### config.mk
export PLATFORM = sky130hd
export DESIGN_NAME = rxuart_lite
export DESIGN_NICKNAME = d
export VERILOG_FILES = /design/src/rtl/rxuart_lite.sv
export SDC_FILE = /design/constraint.sdc
export NUM_CORES = 1
export LEC_CHECK = 0
export ABC_AREA = 1
export CELL_PAD_IN_SITES_DETAIL_PLACEMENT = 1
export CELL_PAD_IN_SITES_GLOBAL_PLACEMENT = 2
export CORE_ASPECT_RATIO = 1.5
export CORE_UTILIZATION = 29
export CTS_CLUSTER_DIAMETER = 120
export DETAILED_ROUTE_END_ITERATION = 12
export HOLD_SLACK_MARGIN = 0.05
export PLACE_DENSITY = 0.75
export SYNTH_ARGS = -nofsm -noshare
export SYNTH_HDL_FRONTEND = slang
export SYNTH_SLANG_ARGS = --single-unit
export TNS_END_PERCENT = 50
### constraint.sdc
create_clock -name i_clk -period 2 [get_ports i_clk]
set_clock_uncertainty 0.05 [all_clocks]
set_input_delay 0.2 -clock i_clk [delete_from_list [all_inputs] [get_ports i_clk]]
set_output_delay 0.2 -clock i_clk [all_outputs]
set_load 0.02 [all_outputs]
### src/rtl/rxuart_lite.sv
// rxuart_lite: 8/7/6/5-bit UART receiver with optional parity (RXUART_PARITY_EN), frame/break detect.
// Latency: o_wr fires the clock after the first stop-bit sample; no backpressure, o_data holds until next o_wr.
module rxuart_lite #(
    parameter logic [29:0] INITIAL_SETUP = 30'd868
) (
    input  logic        i_clk,
    input  logic        i_reset,
    input  logic [29:0] i_setup,
    input  logic        i_uart_rx,
    output logic        o_wr,
    output logic [7:0]  o_data,
    output logic        o_frame_err,
    output logic        o_parity_err,
    output logic        o_break
);

    typedef enum logic [2:0] {
        IDLE       = 3'd0,
        START      = 3'd1,
        DATA       = 3'd2,
`ifdef RXUART_PARITY_EN
        PARITY     = 3'd3,
`endif
        STOP       = 3'd4,
        BREAK_WAIT = 3'd5
    } state_t;

    state_t      state, state_d;
    logic        rx_meta, rx_sync;
    logic [29:0] setup_r, setup_d;
    logic [27:0] cnt, cnt_d;
    logic [3:0]  idx, idx_d;
    logic [7:0]  data_r, data_d;
    logic        wr_d, ferr_d, brk_d;
    logic [7:0]  odata_d;
    logic [3:0]  nbits;
    logic        expire;
    logic [27:0] full_load, half_load, rest_load;

    assign nbits     = 4'd8 - {2'b00, setup_r[29:28]};
    assign expire    = (cnt <= 28'd1);
    assign full_load = {4'd0, setup_r[23:0]};
    // The start-edge load uses the live setup word, since setup_r is being captured on the same edge.
    assign half_load = {5'd0, i_setup[23:1]};
    assign rest_load = full_load - {5'd0, setup_r[23:1]};

`ifdef RXUART_PARITY_EN
    logic par_en, par_exp, perr_r, perr_d, operr_d;
    assign par_en  = setup_r[26];
    assign par_exp = setup_r[25] ? setup_r[24] : (^data_r ^ setup_r[24]);
`else
    logic unused_setup;
    assign unused_setup = ^setup_r[26:24];
    assign o_parity_err = 1'b0;
`endif

    always_ff @(posedge i_clk) begin
        if (i_reset) begin
            rx_meta <= 1'b1;
            rx_sync <= 1'b1;
        end else begin
            rx_meta <= i_uart_rx;
            rx_sync <= rx_meta;
        end
    end

    always_ff @(posedge i_clk) begin
        if (i_reset)
            state <= IDLE;
        else
            state <= state_d;
    end

    always_comb begin
        state_d = state;
        case (state)
            IDLE:       if (!rx_sync) state_d = START;
            START:      if (expire) state_d = rx_sync ? IDLE : DATA;
            DATA: begin
                if (expire && (idx == nbits - 4'd1)) begin
`ifdef RXUART_PARITY_EN
                    state_d = par_en ? PARITY : STOP;
`else
                    state_d = STOP;
`endif
                end
            end
`ifdef RXUART_PARITY_EN
            PARITY:     if (expire) state_d = STOP;
`endif
            STOP:       if (expire) state_d = rx_sync ? IDLE : BREAK_WAIT;
            BREAK_WAIT: if (rx_sync) state_d = IDLE;
            default:    state_d = IDLE;
        endcase
    end

    always_comb begin
        setup_d = setup_r;
        cnt_d   = (cnt != 28'd0) ? cnt - 28'd1 : 28'd0;
        idx_d   = idx;
        data_d  = data_r;
        wr_d    = 1'b0;
        odata_d = o_data;
        ferr_d  = o_frame_err;
        brk_d   = o_break;
`ifdef RXUART_PARITY_EN
        perr_d  = perr_r;
        operr_d = o_parity_err;
`endif
        case (state)
            IDLE: begin
                setup_d = i_setup;
                brk_d   = 1'b0;
                if (!rx_sync) begin
                    cnt_d  = half_load;
                    idx_d  = 4'd0;
                    data_d = 8'h00;
`ifdef RXUART_PARITY_EN
                    perr_d = 1'b0;
`endif
                end
            end
            START: if (expire) cnt_d = full_load;
            DATA: begin
                if (expire) begin
                    cnt_d  = full_load;
                    data_d = {rx_sync, data_r[7:1]};
                    idx_d  = idx + 4'd1;
                end
            end
`ifdef RXUART_PARITY_EN
            PARITY: begin
                if (expire) begin
                    cnt_d  = full_load;
                    perr_d = (rx_sync != par_exp);
                    idx_d  = idx + 4'd1;
                end
            end
`endif
            STOP: begin
                if (expire) begin
                    wr_d    = 1'b1;
                    odata_d = data_r >> setup_r[29:28];
                    ferr_d  = !rx_sync;
`ifdef RXUART_PARITY_EN
                    operr_d = perr_r;
`endif
                    // idx now counts whole baud periods since the start edge, for break timing.
                    if (!rx_sync) begin
                        cnt_d = rest_load;
                        idx_d = idx + 4'd1;
                    end
                end
            end
            BREAK_WAIT: begin
                if (rx_sync) begin
                    brk_d = 1'b0;
                end else if (expire && !o_break) begin
                    if (idx == 4'd15) begin
                        brk_d = 1'b1;
                    end else begin
                        idx_d = idx + 4'd1;
                        cnt_d = full_load;
                    end
                end
            end
            default: ;
        endcase
    end

    always_ff @(posedge i_clk) begin
        if (i_reset) begin
            setup_r     <= INITIAL_SETUP;
            cnt         <= 28'd0;
            idx         <= 4'd0;
            data_r      <= 8'h00;
            o_wr        <= 1'b0;
            o_data      <= 8'h00;
            o_frame_err <= 1'b0;
            o_break     <= 1'b0;
        end else begin
            setup_r     <= setup_d;
            cnt         <= cnt_d;
            idx         <= idx_d;
            data_r      <= data_d;
            o_wr        <= wr_d;
            o_data      <= odata_d;
            o_frame_err <= ferr_d;
            o_break     <= brk_d;
        end
    end

`ifdef RXUART_PARITY_EN
    always_ff @(posedge i_clk) begin
        if (i_reset) begin
            perr_r       <= 1'b0;
            o_parity_err <= 1'b0;
        end else begin
            perr_r       <= perr_d;
            o_parity_err <= operr_d;
        end
    end
`endif

endmodule

# == Yosys cells after proc, flatten, opt, wreduce, memory -nomap -nowiden ==
# Index checks and enable logic that the tools add are counted.
# classes
reduce_logical,16
bitwise_logic,1
shifts,1
div_mod_pow,0
magnitude_cmp,1
n_mul,0
eq_ne,18
mux,33
add_sub_neg,5
# ops
operator,n
2-to-1 mux 28 bit,8
one-hot mux 28 bit (4 select lines),1
less-or-equal comparator 28 x 1 -> 1 bit (second input constant),1
2-to-1 mux 4 bit,7
nonzero test 28 bit,1
subtractor 28 x 1 -> 28 bit (second input constant),1
subtractor 24 x 23 -> 25 bit,1
inequality test 2 bit (second input constant),10
2-to-1 mux 3 bit,6
2-to-1 mux 8 bit,2
one-hot mux 4 bit (4 select lines),1
one-hot mux 8 bit (2 select lines),1
one-hot mux 3 bit (5 select lines),1
AND reduction 8 bit,1
right shift 8 x 2 -> 8 bit,1
equality test 3 bit (second input constant),2
inequality test 3 bit (second input constant),2
AND reduction 3 bit,2
AND reduction 5 bit,1
adder 4 x 1 -> 4 bit (second input constant),1
equality test 4 bit,1
equality test 4 bit (second input constant),1
2-to-1 mux 1 bit,4
nonzero test 2 bit,2
13 further kinds,16
# totals
romBits,0
mem_count,0
reg_bits,86
latch_bits,0
ramBits,0

# == Logic depth before layout (Yosys ltp) ==
# Gate-level depths: netlist of the first run.
# depth
depth_word,6
ltp_mapped,17
mapped_depth_nobuf,17

# == Least setup slack after synthesis of the first run ==
# No wires, ideal clock.
# synth_path
path_type,flip-flop to flip-flop
from,reg setup_r[1]
to,reg cnt[26]
setup_slack_ns,-0.143
n_path_buf,0
arrival_time_ns,2.023
stages_incl_launch_ff,17
required_time_ns,1.880
synth_period_minus_slack_ns,2.143
cell_sequence,dfxtp_1 -> ha_1 -> inv_1 -> fa_1 -> inv_1 -> nor2_1 -> nor2_1 -> inv_1 -> nand2_1 -> nand2_1 -> nand3_1 -> nand3_1 -> nand2_1 -> nand2_1 -> nand3_1 -> nand2_1 -> a21oi_1
# synth_via
elab_chain_len,4
# synth_rtl
item,line,rtl
from (decl),30,"logic [29:0] setup_r, setup_d;"
from (signal assigned),182,setup_r <= setup_d;
subtractor 24 x 23 -> 25 bit,45,"assign rest_load = full_load - {5'd0, setup_r[23:1]};"
2-to-1 mux 28 bit,149,if (!rx_sync) begin
2-to-1 mux 28 bit,141,if (expire) begin
one-hot mux 28 bit (4 select lines),110,case (state)
to (signal assigned),183,cnt <= cnt_d;
to (decl),31,"logic [27:0] cnt, cnt_d;"
# No other way between the ends.
# A chain may end at the register's enable or synchronous reset.

# == Worst setup path after layout of the first run ==
# layout_path
from,reg setup_r[0]
to,reg cnt[6]
# The elaborated chain is that of the path after synthesis.

==> results_dict.tcl, run 1 <==
set metrics [dict create \
    worst_skew_late_latency_ns 0.36 \
    worst_case_headroom_to_the_max_slew_limit 0.578 \
    drt-met1-wl_mm 12.3 \
    required_ns 2.19 \
    grt-ovfl-total 0 \
    synth.distinct_cells 46 \
    fmax_ghz 0.438 \
    die_height_um 190 \
    placer_s_final_routability_congestion_estimate 0.907 \
    layout-drive-gt1-share 0.427 \
    port_buffers 39 \
    holdCritPathClass "in -> reg" \
    synth_area_um2 6840 \
    rsz0062_at_grt "true" \
    die-area_um2 24200 \
    finalSetupViolCount 35 \
    count_of_buffer_and_inverter_cells_on_the_critical_path 4 \
    power.ir.vdd_worst_uv 977 \
    timing.max_cap.violations 0 \
    post_synth.cell_area_avg_um2 5.82 \
    ys_ff_latch 82 \
    postSynthNetCount 1237 \
    worst_setup_hold_path_clk_slew_ns 0.07 \
    antenna_cells 0 \
    powerDensity_nw_per_um2 2010 \
    timing.critical_path.to_type "flip-flop" \
    dpl.cell_count 1716 \
    vias 9009 \
    met3RoutedLength_um 830 \
    drtAntennaViolNets 0 \
    core.rowCount 68 \
    initial_antenna_violation_count 0 \
    cts.sink_count 82 \
    crit_chain "inv_2, ha_4, inv_2, fa_2, inv_2, nor2_4, nor2_4, buf_4, o21ai_4, nand2_1, nand3_1, nand2_1, nand2_2, o21ai_1, o21ai_1, nor2_1, nor2_1" \
    nNetsFinal 1530 \
    wl_per_instance_um 19.0 \
    final.setup.worst_slack_ns -0.283 \
    worst_path_max_delay_cell "fa_2" \
    top_signal_layer_used "met4" \
    clock_tree_from_tritoncts "done" \
    yosysSeqAreaShare 0.240 \
    drtIter0Drc 389 \
    detail_route.first_pass.iterations 5 \
    yosys_warnings 0 \
    path_common_cell "inv_2" \
    crit_family "simple AND/OR/NAND/NOR gates" \
    number_of_buffers_inserted_during_clock_tree_synthesis 9 \
    synthFlopType "dfxtp_1" \
    synthCells 1174 \
    hold-worst-slack_ns 0.168 \
    final-max-slew-violation-count 0 \
    number_of_global_route_vias_before_repair 9472 \
    remaining_drc_errors 0 \
    dpl_worst_slack_ns -0.421 \
    start_util 0.297 \
    synthArstFlopShare 0 \
    leakage_uw 0.00543 \
    groute.usage.overall 0.277 \
    cts_htree_levels 3 \
    timing.critical_path.arrival_ns 2.47 \
    vias_per_cell 5.04 \
    largest_net_degree_at_the_start_of_global_routing 45 \
    clockBufferDepth 2 \
    finalHoldViolations 0 \
    failed_checks "negative setup slack" \
    criticalPathCategory "reg -> reg" \
    run_status "complete, but fails checks" \
    grt_pass1_wl_mm 50.5 \
    crit_fanout 3 \
    die_width_um 127 \
    period_share 1.14 \
    final-instance-count-excl-fill 1787 \
    cell_chosen_for_the_clock_root "clkbuf_16" \
    core_um2 23100 \
    dr_wl_met2_mm 19.0 \
    minimum_clock_period_after_layout_ns 2.28 \
    critPathLaunchType "flip-flop" \
    crit_path_max_incr_delay_ns 0.35 \
    hpwlAfterDp_mm 25.5 \
    worstMarginPinSlew_ns 0.633 \
    boundaryPins 45 \
    synth_enable_flop_cells 0 \
    area_delta_synth_final_pct 68.6 \
    wirelength_mm 34.0 \
]
==> Yosys cell counts, types with 2 or more instances <==
cell / count / area (um2)
clkinv_1: 2 / 7.51
inv_2: 7 / 26.3
nor2_4: 4 / 45.0
buf_6: 3 / 33.8
nor3b_2: 2 / 25.0
nor2_1: 157 / 589
buf_4: 3 / 22.5
nand3b_1: 4 / 30.0
ha_1: 29 / 363
nand4_1: 19 / 119
buf_1: 2 / 7.51
xor2_1: 10 / 87.6
a31oi_1: 2 / 12.5
or2_2: 4 / 25.0
o21ai_0: 78 / 390
nand4_2: 2 / 25.0
nand3_1: 94 / 470
nand3_2: 4 / 40.0
nand2_1: 326 / 1220
nand2_4: 3 / 33.8
a21oi_1: 94 / 470
xnor2_1: 6 / 52.6
nor3_1: 13 / 65.1
buf_2: 7 / 35.0
o21ai_1: 4 / 20.0
a211oi_1: 6 / 45.0
clkbuf_1: 19 / 71.3
inv_1: 148 / 556
dfxtp_1: 82 / 1640
o211ai_1: 9 / 67.6
o21bai_1: 2 / 15.0
nor2_2: 8 / 50.1
nand2_2: 8 / 50.1
==> registers in the layout (all words and copies together), names as in the netlist, 3 cells and up <==
| register | cells |
|---|---|
| data_r | 8 |
| idx | 4 |
| state | 3 |
| setup_r | 26 |
| cnt | 28 |
| o_data | 8 |
==> tightest hold or removal path, stage by stage <==
cell	delay, ns
buf_2	0.11
clkinv_1	0.12
o211ai_1	0.10
==> cell families (layout without fill, tap and decap cells) <==
logic type | count (synthesis) | after routing | share of synthesized area
xor gates and xnor gates | 16 | 16 | 0.0205
AOI/OAI and AO/OA | 203 | 203 | 0.159
other | 1 | 1 | 0.000548
buffers and inverters | 191 | 488 | 0.111
adders and majority gates | 30 | 30 | 0.0560
DFF | 82 | 82 | 0.240
and+or+nand+nor | 651 | 652 | 0.413
==> power breakdown <==
group | total [uW] | switching, uW | leakage, uW | internal, uW
Clock | 1800 | 804 | 0.000153 | 992
Combinational | 18700 | 10600 | 0.00459 | 8090
Sequential | 2700 | 514 | 0.000685 | 2180
==> final cells by class <==
| type | count | area [um2] |
|---|---|---|
| timing repair buffer | 315 | 2670 |
| sequential | 82 | 1710 |
| inverter | 157 | 604 |
| fill | 2934 | 11500 |
| clock inverter | 7 | 81.3 |
| tap | 315 | 394 |
| clock buffer | 9 | 225 |
| multi-input combinational | 902 | 5850 |
==> layout by cell type (no fill, tap or decap), types with 4 or more instances in the layout <==
cell type        instances
or2_2                    4
o21ai_0                 43
nand2_1                258
nand3_2                 25
nor3_1                   6
buf_4                  234
nand3b_1                 4
clkdlybuf4s50_1         38
nor2_4                  27
xnor2_1                  6
o21ai_2                 18
ha_1                     4
a21oi_2                 21
nor2_2                  33
a21oi_1                 68
nand3_4                  9
xor2_1                   9
ha_2                     5
o21ai_4                  4
buf_12                   5
inv_4                    6
a21oi_4                  6
nand2_4                 22
clkbuf_16                9
dfxtp_2                 25
nor3_2                   4
inv_2                   25
nor2_1                 109
nand2_2                 53
nand4_1                 19
nand3_1                 64
dfxtp_4                  9
dfxtp_1                 48
inv_1                  124
ha_4                    20
nand2_8                  5
o211ai_1                 9
a211oi_1                 5
o21ai_1                 18
buf_6                   35
==> metrics by stage <==
step | power, uW | utilization | setup TNS [ns] | area (um2)
2_1_floorplan | 9830 | - | 0 | 6840
3_3_place_gp | 15900 | 0.397 | -9.52 | 9150
3_5_place_dp | 16200 | 0.397 | -11.24 | 9150
4_1_cts | 20800 | 0.466 | -3.85 | 10700
5_1_grt | 24800 | 0.500 | -7.70 | 11500
6_report | 23200 | 0.500 | -4.05 | 11500
==> path summary, 6_finish.rpt <==
check                           slack (ns)  cells past startpoint  startpoint    endpoint
worst min-delay path                  0.17                      3     i_reset  setup_r[5]
worst max-delay path                 -0.28                     17  setup_r[0]      cnt[6]
worst max register to register       -0.28                     17  setup_r[0]      cnt[6]
worst min register to register        0.36                      1     rx_meta     rx_sync
==> what timing repair did <==
| item | CTS | global route |
|---|---|---|
| hold buffers | 0 | 0 |
| pin swaps | 71 | 79 |
| endpoints found under the setup margin | 49 | 50 |
| cloned | 2 | 0 |
| setup buffers | 40 | 15 |
| gates resized for setup | 264 | 196 |
| endpoints found under the hold margin | 0 | 0 |
==> metal layers <==
metal  up-vias  GRT usage
met5         -          0
met1      4329      0.278
met2       200      0.551
li1       4382          -
met4         0      0.153
met3        98     0.0231
Power figures use the tool's default switching activity.
==> inputs of run 2 (changes only) <==
--- a/config.mk
+++ b/config.mk
@@ -6,6 +6,7 @@
 export NUM_CORES = 1
 export LEC_CHECK = 0
 export ABC_AREA = 1
+export CAP_MARGIN = 20
 export CELL_PAD_IN_SITES_DETAIL_PLACEMENT = 1
 export CELL_PAD_IN_SITES_GLOBAL_PLACEMENT = 2
 export CORE_ASPECT_RATIO = 1.5
@@ -14,6 +15,7 @@
 export DETAILED_ROUTE_END_ITERATION = 12
 export HOLD_SLACK_MARGIN = 0.05
 export PLACE_DENSITY = 0.75
+export SLEW_MARGIN = 10
 export SYNTH_ARGS = -nofsm -noshare
 export SYNTH_HDL_FRONTEND = slang
 export SYNTH_SLANG_ARGS = --single-unit
==> results of run 2 <==
Final layout, timing and power as in run 1 (identical DEF).
